`src/rtl/imm_gen_if.sv`:
```
// Valid/ready bus for imm_gen_pipe: the instruction beat on the input side, the immediate beat on the output side.
interface imm_gen_if #(
  parameter int XLEN  = 32,
  parameter int TAG_W = 32
);
  logic             in_valid;
  logic             in_ready;
  logic [31:0]      instr;
  logic [2:0]       imm_src;
  logic [TAG_W-1:0] in_tag;
  logic             out_valid;
  logic             out_ready;
  logic [XLEN-1:0]  imm_out;
  logic [TAG_W-1:0] out_tag;
  logic             imm_err;

  // Producer/consumer side; it drives beats in and accepts results.
  modport master (
    output in_valid, instr, imm_src, in_tag, out_ready,
    input  in_ready, out_valid, imm_out, out_tag, imm_err
  );

  modport slave (
    input  in_valid, instr, imm_src, in_tag, out_ready,
    output in_ready, out_valid, imm_out, out_tag, imm_err
  );
endinterface

```
`src/rtl/imm_gen_pipe.sv`:
```
// RV32I/RV64I immediate generator with a registered output and a one-entry skid buffer.
// Define IMM_GEN_ZICSR_EN to decode imm_src 101 as the CSR zimm format; otherwise 101 is reserved.
module imm_gen_pipe #(
  parameter int XLEN  = 32,
  parameter int TAG_W = 32
) (
  input  logic     clk,
  input  logic     rst,
  imm_gen_if.slave bus
);

  localparam logic [2:0] SRC_I = 3'b000;
  localparam logic [2:0] SRC_S = 3'b001;
  localparam logic [2:0] SRC_B = 3'b010;
  localparam logic [2:0] SRC_U = 3'b011;
  localparam logic [2:0] SRC_J = 3'b100;
`ifdef IMM_GEN_ZICSR_EN
  localparam logic [2:0] SRC_Z = 3'b101;
`endif

  // Every format is built as a 32-bit signed value; widening to XLEN is a pure sign extension.
  function automatic logic signed [31:0] decode32(input logic [31:0] ins,
                                                  input logic [2:0]  src,
                                                  output logic       err);
    logic s;
    s   = ins[31];
    err = 1'b0;
    case (src)
      SRC_I:   decode32 = {{20{s}}, ins[31:20]};
      SRC_S:   decode32 = {{20{s}}, ins[31:25], ins[11:7]};
      SRC_B:   decode32 = {{19{s}}, ins[31], ins[7], ins[30:25], ins[11:8], 1'b0};
      SRC_U:   decode32 = {ins[31:12], 12'b0};
      SRC_J:   decode32 = {{11{s}}, ins[31], ins[19:12], ins[20], ins[30:21], 1'b0};
`ifdef IMM_GEN_ZICSR_EN
      SRC_Z:   decode32 = {27'b0, ins[19:15]};
`endif
      default: begin
        decode32 = '0;
        err      = 1'b1;
      end
    endcase
  endfunction

  function automatic logic signed [XLEN-1:0] sext_xlen(input logic signed [31:0] v);
    sext_xlen = XLEN'(v);
  endfunction

  // Stage p0: combinational decode of the offered beat
  logic signed [31:0]      raw_p0;
  logic signed [XLEN-1:0]  imm_p0;
  logic                    err_p0;
  logic                    unused_opcode;

  always_comb begin
    err_p0 = 1'b0;
    raw_p0 = decode32(bus.instr, bus.imm_src, err_p0);
    imm_p0 = sext_xlen(raw_p0);
  end

  assign unused_opcode = ^bus.instr[6:0];

  // Stage p1: output register plus skid register
  logic                    vld_p1;
  logic signed [XLEN-1:0]  imm_p1;
  logic [TAG_W-1:0]        tag_p1;
  logic                    err_p1;
  logic                    skid_vld_p1;
  logic signed [XLEN-1:0]  skid_imm_p1;
  logic [TAG_W-1:0]        skid_tag_p1;
  logic                    skid_err_p1;

  logic accept;
  logic drain;

  assign accept = bus.in_valid && !skid_vld_p1;
  assign drain  = vld_p1 && bus.out_ready;

  always_ff @(posedge clk or posedge rst) begin
    if (rst) begin
      vld_p1      <= 1'b0;
      imm_p1      <= '0;
      tag_p1      <= '0;
      err_p1      <= 1'b0;
      skid_vld_p1 <= 1'b0;
      skid_imm_p1 <= '0;
      skid_tag_p1 <= '0;
      skid_err_p1 <= 1'b0;
    end else if (drain && skid_vld_p1) begin
      // in_ready is low whenever the skid is full, so no new beat competes here
      imm_p1      <= skid_imm_p1;
      tag_p1      <= skid_tag_p1;
      err_p1      <= skid_err_p1;
      skid_vld_p1 <= 1'b0;
    end else if (accept && (!vld_p1 || drain)) begin
      vld_p1 <= 1'b1;
      imm_p1 <= imm_p0;
      tag_p1 <= bus.in_tag;
      err_p1 <= err_p0;
    end else if (accept) begin
      skid_vld_p1 <= 1'b1;
      skid_imm_p1 <= imm_p0;
      skid_tag_p1 <= bus.in_tag;
      skid_err_p1 <= err_p0;
    end else if (drain) begin
      vld_p1 <= 1'b0;
    end
  end

  assign bus.in_ready  = !skid_vld_p1;
  assign bus.out_valid = vld_p1;
  assign bus.imm_out   = imm_p1;
  assign bus.out_tag   = tag_p1;
  assign bus.imm_err   = err_p1;

endmodule

```
`src/flat_wrapper.sv`:
```
// flat-port wrapper written by rule: the top's interface ports become plain ports
module imm_gen_pipe_flat 
#(
  parameter int XLEN  = 32,
  parameter int TAG_W = 32
)
  (clk, rst, bus_in_valid, bus_instr, bus_imm_src, bus_in_tag, bus_out_ready, bus_in_ready, bus_out_valid, bus_imm_out, bus_out_tag, bus_imm_err);
  imm_gen_if #(.XLEN(XLEN), .TAG_W(TAG_W)) bus_i ();
  input  logic clk;
  input  logic rst;
  input wire logic [$bits(bus_i.in_valid)-1:0] bus_in_valid;
  input wire logic [$bits(bus_i.instr)-1:0] bus_instr;
  input wire logic [$bits(bus_i.imm_src)-1:0] bus_imm_src;
  input wire logic [$bits(bus_i.in_tag)-1:0] bus_in_tag;
  input wire logic [$bits(bus_i.out_ready)-1:0] bus_out_ready;
  output wire logic [$bits(bus_i.in_ready)-1:0] bus_in_ready;
  output wire logic [$bits(bus_i.out_valid)-1:0] bus_out_valid;
  output wire logic [$bits(bus_i.imm_out)-1:0] bus_imm_out;
  output wire logic [$bits(bus_i.out_tag)-1:0] bus_out_tag;
  output wire logic [$bits(bus_i.imm_err)-1:0] bus_imm_err;
  assign bus_i.in_valid = bus_in_valid;
  assign bus_i.instr = bus_instr;
  assign bus_i.imm_src = bus_imm_src;
  assign bus_i.in_tag = bus_in_tag;
  assign bus_i.out_ready = bus_out_ready;
  assign bus_in_ready = bus_i.in_ready;
  assign bus_out_valid = bus_i.out_valid;
  assign bus_imm_out = bus_i.imm_out;
  assign bus_out_tag = bus_i.out_tag;
  assign bus_imm_err = bus_i.imm_err;
  imm_gen_pipe #(.XLEN(XLEN), .TAG_W(TAG_W)) u_core (.clk(clk), .rst(rst), .bus(bus_i));
endmodule
```
`config.mk`:
```
export PLATFORM = sky130hd
export DESIGN_NAME = imm_gen_pipe_flat
export DESIGN_NICKNAME = d
export VERILOG_FILES = /design/src/rtl/imm_gen_if.sv /design/src/rtl/imm_gen_pipe.sv /design/src/flat_wrapper.sv
export SDC_FILE = /design/constraint.sdc
export NUM_CORES = 1
export LEC_CHECK = 0
export ABC_AREA = 0
export BUFFER_PORTS_ARGS = -buffer_cell sky130_fd_sc_hd__buf_2
export CAP_MARGIN = 10
export CORE_ASPECT_RATIO = 0.9
export CORE_MARGIN = 2
export CORE_UTILIZATION = 53
export DETAILED_ROUTE_END_ITERATION = 8
export GPL_ROUTABILITY_DRIVEN = 0
export MAX_ROUTING_LAYER = met4
export PLACE_DENSITY = 0.78
export SLEW_MARGIN = 40
export SYNTH_ARGS = -nofsm -noshare
export SYNTH_HDL_FRONTEND = slang
export SYNTH_SLANG_ARGS = --single-unit
```
`constraint.sdc`:
```
create_clock -name clk -period 5.2 [get_ports clk]
set_input_delay 0.26 -clock clk [delete_from_list [all_inputs] [get_ports clk]]
set_output_delay 0.26 -clock clk [all_outputs]
set_load 0.02 [all_outputs]
```
Yosys cells after proc, flatten, opt, wreduce, memory -nomap -nowiden
Index checks and enable logic that the tools add are counted.
{"block": "word_totals", "mem_count": 0, "latchBits": 0, "ram_bits": 0, "ff_bits": 132, "input_bits": 71, "elab_cells": 45, "mem_bits_ro": 0}
{"block": "op_classes", "bitwise_logic": 2, "n_reduce_logical": 15, "n_mux": 14, "n_addsub": 0, "shift": 0, "eq_ne": 6, "n_mul": 0, "magnitude_cmp": 0, "div": 0}
{"operator": "$pmux W32 S5", "count": 1}
{"operator": "$mux W32", "count": 4}
{"operator": "$mux W1", "count": 9}
{"operator": "$eq A3 B2 Y1 const B", "count": 2}
{"operator": "$reduce_and A3 Y1", "count": 2}
{"operator": "$reduce_bool A2 Y1", "count": 3}
{"operator": "$reduce_or A5 Y1", "count": 1}
{"operator": "$logic_and A1 B1 Y1", "count": 4}
{"operator": "$eq A3 B1 Y1 const B", "count": 1}
{"operator": "$eq A3 B3 Y1 const B", "count": 1}
{"operator": "$logic_not A3 Y1", "count": 1}
{"operator": "$logic_not A1 Y1", "count": 2}
{"operator": "$ne A2 B1 Y1 const B", "count": 1}
{"operator": "$ne A2 B2 Y1 const B", "count": 1}
{"operator": "$not A1 Y1", "count": 2}
{"operator": "$reduce_and A2 Y1", "count": 1}
{"operator": "$logic_or A1 B1 Y1", "count": 1}

Depth between registers and ports, before layout
Gate-level depths: netlist of run 1.
{"block": "logic_depth", "ltp_word": 5, "ltp_mapped": 6, "mapped_depth_nobuf": 4}

Worst setup path after synthesis of run 1
OpenSTA, ideal clock, no wires.
{"block": "synth_path", "path_kind": "reg2reg", "startpoint": "register u_core.vld_p1 (netlist: u_core.bus.out_valid)", "endpoint": "register u_core.imm_p1[20] (netlist: u_core.bus.imm_out[20])", "stages_incl_launch_ff": 6, "setup_ps": 126, "required_time_ps": 5074, "arrival_ps": 1412, "n_path_buf": 3, "slack_ps": 3662, "cell_sequence": "dfrtp_1 > and3_1 > buf_2 > buf_4 > buf_6 > a221o_1"}
{"block": "synth_via", "elab_chain_cells": 4}
{"item": "from (decl)", "line_no": "imm_gen_pipe.sv:63", "text": "logic vld_p1;"}
{"item": "from (signal assigned)", "line_no": "imm_gen_pipe.sv:80", "text": "vld_p1 <= 1'b0;"}
{"item": "from (signal assigned)", "line_no": "imm_gen_pipe.sv:95", "text": "vld_p1 <= 1'b1;"}
{"item": "from (signal assigned)", "line_no": "imm_gen_pipe.sv:105", "text": "vld_p1 <= 1'b0;"}
{"item": "$logic_not A1 Y1 or $logic_and A1 B1 Y1 (tied branches)", "line_no": "imm_gen_pipe.sv:94, imm_gen_pipe.sv:76"}
{"item": "$logic_or A1 B1 Y1", "line_no": "imm_gen_pipe.sv:94", "text": "end else if (accept && (!vld_p1 || drain)) begin"}
{"item": "$logic_and A1 B1 Y1", "line_no": "imm_gen_pipe.sv:94"}
{"item": "$reduce_bool A2 Y1 (no line)"}
{"item": "to (signal assigned)", "line_no": "imm_gen_pipe.sv:90", "text": "imm_p1 <= skid_imm_p1;"}
{"item": "to (signal assigned)", "line_no": "imm_gen_pipe.sv:96", "text": "imm_p1 <= imm_p0;"}
{"item": "to (decl)", "line_no": "imm_gen_pipe.sv:64", "text": "logic signed [XLEN-1:0] imm_p1;"}
Several ways; a longest one is shown, not always the timed one.
A chain may end at the register's enable or synchronous reset.

Worst setup path in the final report of run 1
{"block": "layout_path", "startpoint": "register u_core.vld_p1 (netlist: u_core.bus.out_valid)", "endpoint": "register u_core.imm_p1[5] (netlist: u_core.bus.imm_out[5])"}
Same word-level chain as after synthesis.

==> implementation parameters, run 1 <==
Parameter                              Value

Clock tree
  Sink count of the clock tree ... 132
  Resize count post-CTS ... 0
  Clock edge transition at the registers on the reported setup and hold paths ... 0.06 ns
  CTS tree ... yes
  H-tree levels ... 4
  Number of buffers inserted during clock tree synthesis ... 17
  Root buf cell ... clkbuf_16
  Maximum buffer depth of the clock tree ... 2
  Clock network latency to the later pin of the worst-skew pair ... 0.41 ns

Yosys
  Mapped Area ... 0.005655 mm²
  Number of nets produced by synthesis ... 642
  Average instance area after synthesis ... 9.904 µm²
  Part of the Yosys area used for sequential elements ... 58.41%
  Number of storage elements in the synthesis netlist ... 132
  Cells after synthesis ... 571
  Unique cell type count in the Yosys netlist ... 30
  Synthesis warning total ... 0

Critical path
  Ordered cell list for the critical path ... and3_2 -> buf_6 -> a21oi_4 -> buf_4 -> a22o_1 -> a21o_1
  Slowest cell on the critical path ... buf_6
  Worst r2r path cells ... 6
  Critical Path End Type ... flip-flop
  Crit path arrival time ... 2.40 ns
  Worst R2R Setup Slack ... 3.09 ns
  Worst reg2reg endpoint ... u_core.bus.imm_out[5]
  Worst endpoint required time ... 5.50 ns
  Class of the most critical setup path ... flip-flop to flip-flop
  Startpoint Class ... flip-flop
  Max stage delay on crit path ... 0.48 ns
  Worst r2r src ... u_core.bus.out_valid
  CP Max Fanout ... 85

Min path
  Hold Crit Class ... input pin to flip-flop
  Worst-case hold path end point ... u_core.skid_tag_p1[10]
  Worst Hold Path Cells ... 3
  Hold path startpoint ... bus_in_tag[10]

Pwr
  Switching Fraction ... 36.63%
  Total net switching power ... 1626 µW
  Leakage Power ... 0.003612 µW
  Power density over the cells ... 640.8 mW/mm²
  Combinational cell fraction of total power ... 32.9%
  Share of power burned in registers ... 39.8%
  IR Drop Worst-Case VDD ... 0.0003465 V
  Overall power consumption ... 4439 µW
  Internal portion of total power ... 2813 µW
  Portion of total power attributed to the clock network ... 27.3%

Global routing
  Most Used Layer, Global Route ... met2
  Global-route total usage across every layer ... 25.93%
  Met1 capacity usage during global routing ... 32.45%
  Largest net degree at the start of global routing ... 86
  Gr ovfl total ... 0
  First-pass GRT wire length ... 22.62 mm
  Global-route track usage on met2 ... 41.94%
  Number of antenna violations at the first check in global routing ... 0
  Number of global-route vias before repair ... 4678
  GR met3 Demand/Resource ... 6.346%

Detailed routing
  Count of antenna-violating nets left after detailed routing ... 0
  Vias per std cell ... 5.597
  Remaining design rule violation count ... 9
  Routed length per placed instance ... 16.66 µm
  1st-iter DRT viols ... 491
  Wirelength, routed ... 13.78 mm
  Drt pass-1 iters ... 7
  Total number of vias ... 4629

STA
  Setup violation total in the final timing report ... 0
  Worst-margin pin slew ... 0.7724 ns
  Max Fclk ... 474.8 MHz
  Clock period minus worst slack ... 2.106 ns
  Final hold violation count ... 0
  Slew margin rel. ... 48.45%
  Total Neg Setup Slack ... 0 ns
  Worst-case clock skew ... 0.006704 ns
  Total count of max-transition violations in the final report ... 0
  RSZ-0062 raised after global routing ... no
  Tcrit/Tclk final ... 40.51%

Die
  Die Footprint ... 0.01151 mm²
  Vertical extent of the die ... 102.0 µm
  Core box area ... 0.01033 mm²
  IO Count ... 138
  Width of the die ... 112.9 µm
  Rows ... 35
  Initial core utilization ... 54.72%

Final layout
  Number of inserted diodes ... 0
  Synth-to-Final Area Change ... 22.50%
  Proportion of layout cells with a drive suffix above 1 ... 24.93%
  Net count, final ... 757

Status
  Outcome ... complete, but fails checks
  Violations in the final reports ... design-rule violations

Place
  Port buffer count ... 130
  Sum of net half-perimeters after detailed placement ... 8.403 mm

Flow run
  Reported max-cap violation count ... 0
-- final cells by class --
type                    instances  area (µm²)
multi-input cells             393        2133
clock buffers                  22       474.2
well taps                     129       161.4
fillers                       806        3407
clock inverters                 9       127.6
repair buffers                135       694.4
flip-flops and latches        132        3303
inverters                       7       33.78
-- power by group through the flow --
stage / Sequential (µW) / Combinational, µW / Clock (µW)
after floorplan: 2000 / 750 / 0
after global placement: 1740 / 1410 / 0
after detailed placement: 1770 / 1470 / 0
after CTS: 1760 / 1480 / 1230
after global routing: 1820 / 1630 / 1270
final: 1770 / 1460 / 1210
-- synth_stat cells --
| cell | instances | area [µm²] |
|---|---|---|
| nand2b_4 | 1 | 13.76 |
| a21oi_4 | 1 | 16.27 |
| buf_2 | 30 | 150.1 |
| nand2b_1 | 2 | 12.51 |
| o21ai_1 | 4 | 20.02 |
| and2b_4 | 1 | 10.01 |
| mux2i_1 | 27 | 270.3 |
| nand3b_1 | 2 | 15.01 |
| a21oi_1 | 15 | 75.07 |
| buf_4 | 2 | 15.01 |
| nor2b_1 | 7 | 43.79 |
| buf_6 | 3 | 33.78 |
| a31oi_1 | 11 | 68.82 |
| clkbuf_1 | 4 | 15.01 |
| maj3_2 | 1 | 11.26 |
| dfrtp_1 | 132 | 3303 |
| nand2_2 | 1 | 6.260 |
| and3b_1 | 1 | 8.760 |
| o31a_1 | 4 | 35.03 |
| nand2_1 | 186 | 698.2 |
| a22oi_1 | 27 | 202.7 |
| a22o_1 | 6 | 52.55 |
| nor2_1 | 16 | 60.06 |
| inv_1 | 7 | 26.28 |
| mux2_2 | 1 | 11.26 |
| a221o_1 | 13 | 130.1 |
| a21o_1 | 7 | 52.55 |
| nor2_2 | 1 | 6.260 |
| o21ai_0 | 57 | 285.3 |
| and3_1 | 1 | 6.260 |
-- per-layer routing --
layer | part of all wire [%] | vias to the layer above
li1 | - | 2178
met1 | 43 | 2293
met2 | 50 | 144
met3 | 5.5 | 14
met4 | 1.2 | 0
met5 | 0 | -
-- cell families (layout without fill, tap and decap cells) --
kind of cell               count (synthesis)  after routing  synth area share [%]
muxes                                     28             28                 4.978
AOI/OAI and AO/OA                        145            145                 16.59
and+or+nand+nor                          219            219                 15.58
buffers and inverters                     46            173                 4.248
adders and majority gates                  1              1                0.1991
DFF                                      132            132                 58.41
-- critical path, delay by kind of cell (launching register included) --
family / cells / cell delay [ns]
flops: 1 / 0.42
buf+inv: 2 / 0.79
simple gates: 1 / 0.21
compound gates: 3 / 0.52
-- cell usage in the layout, fill, tap and decap left out, types with 2 or more instances in the layout --
master	Yosys	final
inv_1	7	6
a21oi_1	15	15
buf_2	30	130
clkbuf_8	0	3
dfrtp_1	132	132
nand2_1	186	185
nand3b_1	2	2
mux2i_1	27	27
o21ai_1	4	4
bufinv_16	0	3
a221o_1	13	13
a31oi_1	11	11
nand2_4	0	2
buf_4	2	3
a21o_1	7	7
a22oi_1	27	27
clkinv_2	0	3
nand2b_1	2	2
nor2b_1	7	7
nor2_1	16	15
o21ai_0	57	57
clkbuf_1	4	2
clkbuf_16	0	17
clkinvlp_4	0	3
o31a_1	4	4
a22o_1	6	6
-- flip-flops by register name (all words and copies together) (netlist names) --
register	cells
u_core.bus.imm_err	1
u_core.bus.imm_out	32
u_core.bus.out_tag	32
u_core.bus.out_valid	1
u_core.skid_err_p1	1
u_core.skid_imm_p1	32
u_core.skid_tag_p1	32
u_core.skid_vld_p1	1
-- stage by stage --
step                cells  utilization, %  instance area [µm²]  hold WS (ns)  setup WS, ns
floorplan             571               -                 5655        0.3461         1.414
CTS                   826           66.88                 6912       0.02262         2.889
global route          827           67.03                 6928       0.06387         2.928
detailed placement    795           61.05                 6310        0.4514         2.909
global placement      795           60.91                 6295        0.4529         2.912
finish                827           67.03                 6928       0.05774         3.094
-- timing repair --
item                      4_1_cts  5_1_grt
hold buffers                    0        1
setup buffers                   0        0
hold endpoints to repair        0       41
-- worst max path at each step --
stage / slack (ns) / startpoint / end
2_1_floorplan: 1.41 / rst / u_core.bus.imm_err
3_3_place_gp: 2.91 / u_core.skid_vld_p1 / u_core.bus.imm_out[18]
3_5_place_dp: 2.91 / u_core.bus.out_valid / u_core.bus.imm_out[5]
4_1_cts: 2.89 / u_core.bus.out_valid / u_core.bus.imm_out[5]
5_1_grt: 2.93 / u_core.bus.out_valid / u_core.bus.imm_out[0]
6_report: 3.09 / u_core.bus.out_valid / u_core.bus.imm_out[5]
(Power assumes the default switching activity.)
==> run 2: changes to the inputs <==
Settings changed: CORE_UTILIZATION 53 to 48, PLACE_DENSITY 0.78 to 0.75.
Clock period 5.2 ns to 1.88 ns, I/O delays scaled along.
==> implementation parameters, run 2 (same netlist as run 1, synthesis figures left out) <==
Parameter                              Value

Status
  Outcome ... finished clean (was complete, but fails checks)

Final layout
  Number of inserted diodes ... 0 (unchanged)
  Net count, final ... 818 (was 757)
  Most common cell after layout, fill and taps aside ... nand2_1 (unchanged)
  Commonest non-fill, non-tap cells in the layout ... 185 x nand2_1, 132 x dfrtp_1, 130 x buf_2, 57 x o21ai_0, 52 x dlygate4sd3_1 (was 185 x nand2_1, 132 x dfrtp_1, 130 x buf_2, 57 x o21ai_0)
  Synth-to-Final Area Change ... 35.51% (was 22.50%)
  Proportion of layout cells with a drive suffix above 1 ... 24.47% (was 24.93%)

Pwr
  Power density over the cells ... 1687 mW/mm² (was 640.8 mW/mm²)
  Leakage Power ... 0.003909 µW (was 0.003612 µW)
  IR Drop Worst-Case VDD ... 0.0009523 V (was 0.0003465 V)

Place
  Pre-CTS worst setup slack ... 0.2383 ns (was 2.909 ns)
  Sum of net half-perimeters after detailed placement ... 8.970 mm (was 8.403 mm)
  Port buffer count ... 130 (unchanged)

Die
  Die Footprint ... 0.01267 mm² (was 0.01151 mm²)
  Core box area ... 0.01148 mm² (was 0.01033 mm²)
  Rows ... 37 (was 35)
  Initial core utilization ... 49.26% (was 54.72%)
  IO Count ... 138 (unchanged)
  Vertical extent of the die ... 107.0 µm (was 102.0 µm)
  Width of the die ... 118.4 µm (was 112.9 µm)

Flow run
  Reported max-cap violation count ... 0 (unchanged)

STA
  Total count of max-transition violations in the final report ... 0 (unchanged)
  RSZ-0062 raised after global routing ... no (unchanged)
  Setup violation total in the final timing report ... 0 (unchanged)
  Final Worst Setup Slack ... 0.2302 ns (was 3.094 ns)
  Tcrit/Tclk final ... 87.76% (was 40.51%)
  Slew margin rel. ... 54.36% (was 48.45%)
  Worst-case clock skew ... 0.008294 ns (was 0.006704 ns)
  Max Fclk ... 606.1 MHz (was 474.8 MHz)
  Worst hold slack ... 0.007567 ns (was 0.05774 ns)
  Total Neg Setup Slack ... 0 ns (unchanged)
  Worst-margin pin slew ... 0.6846 ns (was 0.7724 ns)
  Final hold violation count ... 0 (unchanged)
  Clock period minus worst slack ... 1.650 ns (was 2.106 ns)

Min path
  Hold Crit Class ... input pin to flip-flop (unchanged)

Global routing
  Gr ovfl total ... 0 (unchanged)
  Largest net degree at the start of global routing ... 133 (was 86)
  First-pass GRT wire length ... 24.10 mm (was 22.62 mm)
  Global-route total usage across every layer ... 24.83% (was 25.93%)
  Number of antenna violations at the first check in global routing ... 0 (unchanged)
  Number of global-route vias before repair ... 4806 (was 4678)

Clock tree
  CTS tree ... yes (unchanged)
  Clock network latency to the later pin of the worst-skew pair ... 0.42 ns (was 0.41 ns)
  H-tree levels ... 4 (unchanged)
  Root buf cell ... clkbuf_16 (unchanged)
  Post-CTS Repair Setup Buffers ... 0 (unchanged)
  Maximum buffer depth of the clock tree ... 2 (unchanged)
  Clock edge transition at the registers on the reported setup and hold paths ... 0.06 ns (about the same)
  Number of buffers inserted during clock tree synthesis ... 17 (unchanged)
  Sink count of the clock tree ... 132 (unchanged)
  Resize count post-CTS ... 0 (unchanged)
  Hold buffer count at cts ... 52 (was 0)

Detailed routing
  Wire length on met2 ... 7.227 mm (was 6.914 mm)
  Total number of vias ... 4903 (was 4629)
  Wirelength, routed ... 14.71 mm (was 13.78 mm)
  Count of antenna-violating nets left after detailed routing ... 0 (unchanged)
  Top Metal Used ... met4 (unchanged)
  Vias per std cell ... 5.353 (was 5.597)
  Routed length on met1 ... 6.382 mm (was 5.949 mm)
  Routed length per placed instance ... 16.06 µm (was 16.66 µm)
  Remaining design rule violation count ... 0 (was 9)
  1st-iter DRT viols ... 508 (was 491)
  Drt pass-1 iters ... 5 (was 7)
  Met3 routed wirelength ... 794 µm (was 752 µm)

Critical path
  Class of the most critical setup path ... flip-flop to flip-flop (unchanged)
  Ordered cell list for the critical path ... nand2b_1 -> nand2_2 -> buf_12 -> mux2i_1 -> o21ai_0 (was and3_2 -> buf_6 -> a21oi_4 -> buf_4 -> a22o_1 -> a21o_1)
  CP Max Fanout ... 32 (was 85)
  Slowest cell on the critical path ... dfrtp_1 (was buf_6)
  Max stage delay on crit path ... 0.43 ns (was 0.48 ns)
  Kind of cell adding the most delay to the critical path ... simple AND/OR/NAND/NOR gates (was buffers and inverters)
  Critical Path End Type ... flip-flop (unchanged)
  Worst endpoint required time ... 2.16 ns (was 5.50 ns)
  Startpoint Class ... flip-flop (unchanged)
  Crit path arrival time ... 1.93 ns (was 2.40 ns)
  Worst path buffer plus inverter count ... 1 (was 2)
-- run 2: area by class of cell --
| type | instances | area, µm² |
|---|---|---|
| Fill cell | 915 | 3817 |
| Sequential cell | 132 | 3303 |
| Multi-Input combinational cell | 393 | 2121 |
| Timing Repair Buffer | 196 | 1339 |
| Clock buffer | 21 | 480.5 |
| Clock inverter | 11 | 195.2 |
| Tap cell | 156 | 195.2 |
| Inverter | 7 | 30.03 |
-- run 2: stage by stage --
step / utilization, % / total power (µW) / cells / area (µm²)
finish: 66.75 / 12930 / 916 / 7664
global route: 66.75 / 13700 / 916 / 7664
CTS: 66.75 / 12980 / 916 / 7664
detailed placement: 56.33 / 9083 / 832 / 6467
global placement: 56.33 / 8876 / 832 / 6467
floorplan: - / 7618 / 571 / 5659
-- run 2: worst register-to-register path: cells and delay by family, from the launching register on --
family,cells,cell delay (ns)
DFF,1,0.43
buffers and inverters,1,0.26
and+or+nand+nor,2,0.48
muxes,1,0.27
AOI/OAI and AO/OA,1,0.09
-- run 2: worst paths after layout --
| kind | slack, ns | start | endpoint | cells past startpoint |
|---|---|---|---|---|
| max | 0.23 | u_core.bus.out_valid | u_core.bus.out_tag[16] | 5 |
| min | 0.008 | bus_instr[17] | u_core.bus.imm_out[17] | 3 |
| max reg2reg | 0.23 | u_core.bus.out_valid | u_core.bus.out_tag[16] | 5 |
| min reg2reg | 0.47 | u_core.bus.out_tag[27] | u_core.bus.out_tag[27] | 2 |
| max in group asynchronous | 0.95 | rst | u_core.bus.out_valid | 4 |
| min in group asynchronous | 0.43 | rst | u_core.skid_imm_p1[19] | 4 |
-- run 2: where the power goes --
part	leakage [µW]	total, µW	internal (µW)	switching, µW
Clock	0.000322	3750	2500	1250
Combinational	0.00193	4280	1660	2620
Sequential	0.00166	4900	4140	755
-- run 2: layer usage --
| metal | track usage (%) | up-vias |
|---|---|---|
| li1 | - | 2303 |
| met2 | 38.15 | 180 |
| met5 | - | - |
| met1 | 32.51 | 2394 |
| met4 | 9.269 | 0 |
| met3 | 5.904 | 26 |
==> run 3: changes to the inputs <==
Settings changed: ABC_AREA 0 to 1, CORE_ASPECT_RATIO 0.9 to default, CORE_UTILIZATION 48 to 49, PLACE_DENSITY 0.75 to 0.76.
==> implementation parameters, run 3 <==
Parameter                              Value

STA
  Slew margin rel. ... 50.76% (was 54.36%)
  Max Fclk ... 667.3 MHz (was 606.1 MHz)
  Final hold violation count ... 0 (unchanged)
  Worst-margin pin slew ... 0.7360 ns (was 0.6846 ns)
  Clock period minus worst slack ... 1.498 ns (was 1.650 ns)
  Total count of max-transition violations in the final report ... 0 (unchanged)
  RSZ-0062 raised after global routing ... no (unchanged)
  Setup violation total in the final timing report ... 0 (unchanged)
  Final Worst Setup Slack ... 0.3815 ns (was 0.2302 ns)
  Tcrit/Tclk final ... 79.71% (was 87.76%)
  Total Neg Setup Slack ... 0 ns (unchanged)
  Worst-case clock skew ... 0.006174 ns (was 0.008294 ns)

Critical path
  CP Max Fanout ... 19 (was 32)
  Critical Path End Type ... flip-flop (unchanged)
  Startpoint Class ... flip-flop (unchanged)
  Worst endpoint required time ... 2.23 ns (was 2.16 ns)
  Crit path arrival time ... 1.85 ns (was 1.93 ns)
  Class of the most critical setup path ... flip-flop to flip-flop (unchanged)
  Worst R2R Setup Slack ... 0.38 ns (was 0.23 ns)

Clock tree
  CTS tree ... yes (unchanged)
  Root buf cell ... clkbuf_16 (unchanged)
  Clock network latency to the later pin of the worst-skew pair ... 0.41 ns (was 0.42 ns)
  Maximum buffer depth of the clock tree ... 2 (unchanged)
  Sink count of the clock tree ... 132 (unchanged)
  H-tree levels ... 4 (unchanged)
  Number of buffers inserted during clock tree synthesis ... 17 (unchanged)
  Clock edge transition at the registers on the reported setup and hold paths ... 0.05 ns (was 0.06 ns)

Final layout
  Net count, final ... 1003 (was 818)
  Most common cell after layout, fill and taps aside ... nand2_1 (unchanged)
  Proportion of layout cells with a drive suffix above 1 ... 20.53% (was 24.47%)
  Number of inserted diodes ... 0 (unchanged)
  Number of fill cells ... 991 (was 915)
  Share of the core filled with cells in the final layout ... 65.94% (was 66.75%)
  Commonest non-fill, non-tap cells in the layout ... 377 x nand2_1, 132 x dfrtp_1, 130 x buf_2, 55 x nand3_1, 52 x inv_1 (was 185 x nand2_1, 132 x dfrtp_1, 130 x buf_2, 57 x o21ai_0, 52 x dlygate4sd3_1)
  Post-layout instance count excluding filler cells ... 1092 (was 916)
  Storage cell area ... 0.003303 mm² (unchanged)
  Area taken by multi-input logic gates ... 0.002250 mm² (was 0.002121 mm²)
  Synth-to-Final Area Change ... 31.99% (was 35.51%)

Yosys
  Portion of netlist area occupied by mux cells ... 0% (was 4.978%)
  Area share of and/or/nand/nor cells after synthesis ... 32.33% (was 15.58%)
  Top cell type's share of synthesized area ... 55.28% (was 58.41%)
  Part of the Yosys area used for sequential elements ... 55.28% (was 58.41%)
  Top cells by area, synth ... dfrtp_1 55%, nand2_1 24%, nand3_1 4.7%, o21ai_0 3.4%, inv_1 3.3% (was dfrtp_1 58%, nand2_1 12%, o21ai_0 5.0%, mux2i_1 4.8%, a22oi_1 3.6%)
  Post-synth ARST share ... 100.0% (unchanged)
  Most used standard cell by instance count after synthesis ... nand2_1 (unchanged)
  Most frequent cells after synthesis ... 377 x nand2_1, 132 x dfrtp_1, 56 x nand3_1 (was 186 x nand2_1, 132 x dfrtp_1, 57 x o21ai_0)
  Cells after synthesis ... 763 (was 571)
  Largest family of logic cells by synthesized area ... simple AND/OR/NAND/NOR gates (was compound AO/OA/AOI/OAI gates)
  Count of flip-flops with a built-in enable after synthesis ... 0 (unchanged)
  Number of storage elements in the synthesis netlist ... 132 (unchanged)
  Parity-gate share of the synthesized area counting xor and xnor cells ... 0% (unchanged)
  Mapped Area ... 0.005976 mm² (was 0.005655 mm²)
  Synthesized-area fraction occupied by adder cells ... 0% (was 0.1991%)
  Most used flip-flop cell after synthesis ... dfrtp_1 (unchanged)
  Unique cell type count in the Yosys netlist ... 20 (was 30)
  Synthesis warning total ... 0 (unchanged)
  Number of nets produced by synthesis ... 834 (was 642)
  Area fraction in compound gates after synthesis ... 5.235% (was 16.59%)
  Leading area contributor after synthesis ... dfrtp_1 (unchanged)
  Average instance area after synthesis ... 7.832 µm² (was 9.904 µm²)

Pwr
  Leakage Power ... 0.004379 µW (was 0.003909 µW)
  IR Drop Worst-Case VDD ... 0.0008596 V (was 0.0009523 V)
  Power density over the cells ... 1662 mW/mm² (was 1687 mW/mm²)

Detailed routing
  Vias per std cell ... 4.937 (was 5.353)
  Wire length on met2 ... 7.008 mm (was 7.227 mm)
  1st-iter DRT viols ... 481 (was 508)
  Met3 routed wirelength ... 880 µm (was 794 µm)
  Count of antenna-violating nets left after detailed routing ... 0 (unchanged)
  Remaining design rule violation count ... 0 (unchanged)
  Wirelength, routed ... 14.67 mm (was 14.71 mm)
  Top Metal Used ... met4 (unchanged)
  Routed length per placed instance ... 13.43 µm (was 16.06 µm)
  Drt pass-1 iters ... 5 (unchanged)
  Total number of vias ... 5391 (was 4903)
  Routed length on met1 ... 6.549 mm (was 6.382 mm)

Die
  IO Count ... 138 (unchanged)
  Die Footprint ... 0.01309 mm² (was 0.01267 mm²)
  Core box area ... 0.01196 mm² (was 0.01148 mm²)
  Width of the die ... 114.4 µm (was 118.4 µm)
  Vertical extent of the die ... 114.4 µm (was 107.0 µm)
  Rows ... 40 (was 37)
  Initial core utilization ... 49.96% (was 49.26%)

Global routing
  Number of global-route vias before repair ... 5088 (was 4806)
  Global-route total usage across every layer ... 24.37% (was 24.83%)
  Largest net degree at the start of global routing ... 54 (was 133)
  Number of antenna violations at the first check in global routing ... 0 (unchanged)
  First-pass GRT wire length ... 24.28 mm (was 24.10 mm)
  Gr ovfl total ... 0 (unchanged)

Place
  Sum of net half-perimeters after detailed placement ... 9.454 mm (was 8.970 mm)
  Pre-CTS worst setup slack ... 0.3713 ns (was 0.2383 ns)
  Cell Count Post-Placement ... 1019 (was 832)
  Port buffer count ... 130 (unchanged)

Min path
  Hold Crit Class ... input pin to flip-flop (unchanged)

Status
  Outcome ... finished clean (unchanged)

Flow run
  Reported max-cap violation count ... 0 (unchanged)
run 3: cell count changes in the layout (fill, tap and decap cells not counted), sizes merged, moves of 13 or more:
| cell | previous run | this run |
|---|---|---|
| a221o | 13 | 0 |
| a22oi | 27 | 0 |
| inv | 8 | 57 |
| mux2i | 27 | 0 |
| nand2 | 187 | 381 |
| nand3 | 0 | 57 |
| nor2 | 17 | 34 |
| o21ai | 61 | 41 |
run 3: kinds of logic (layout without fill, tap and decap cells):
family | after synthesis | after routing
buf+inv | 94 | 276
simple gates | 476 | 476
compound gates | 61 | 61
flops | 132 | 132
run 3: repair_timing:
action	in CTS	in global routing
gates resized for setup	0	0
hold buffers	41	0
setup buffers	0	0
hold endpoints to repair	198	0
run 3: worst paths after layout:
check,from,to,cells past startpoint
max,u_core.skid_vld_p1,u_core.bus.out_tag[10],7
min,bus_instr[13],u_core.skid_imm_p1[13],5
max reg2reg,u_core.skid_vld_p1,u_core.bus.out_tag[10],7
min reg2reg,u_core.skid_tag_p1[5],u_core.skid_tag_p1[5],2
max in group asynchronous,rst,u_core.skid_tag_p1[6],4
min in group asynchronous,rst,u_core.skid_tag_p1[10],3
run 3: cell type report:
class / count / share of cell area (%)
inverters: 58 / 2.808
clock buffers: 23 / 6.313
well taps: 147 / 2.332
repair buffers: 186 / 15.67
flip-flops and latches: 132 / 41.88
clock inverters: 9 / 2.475
multi-input cells: 537 / 28.52
run 3: critical path, cell delays in order, from the launching register on:
cell and delay [ns]:
dfrtp_1 0.42, inv_2 0.10, nand2_4 0.08, nand2_1 0.08
nand2_2 0.21, inv_2 0.35, nand2_1 0.11, nand2_1 0.07
run 3: report_power, final:
part           internal, µW  switching (µW)
clock network          2660            1180
logic                  1550            2940
registers              4150             640
run 3: per-layer routing:
metal / global-route usage (%) / vias up
met2: 38.58 / 174
met4: 8.049 / 0
li1: - / 2691
met5: - / -
met1: 30.84 / 2508
met3: 6.141 / 18
run 3: stage by stage:
| step | instance area, µm² | power, µW | hold WS (ns) |
|---|---|---|---|
| after floorplan | 5979 | 7779 | 0.2036 |
| after global placement | 6784 | 9101 | -0.01223 |
| after detailed placement | 6784 | 9232 | -0.01125 |
| after CTS | 7888 | 13190 | 0.00009570 |
| after global routing | 7888 | 14020 | 0.04355 |
| final | 7888 | 13110 | 0.01044 |
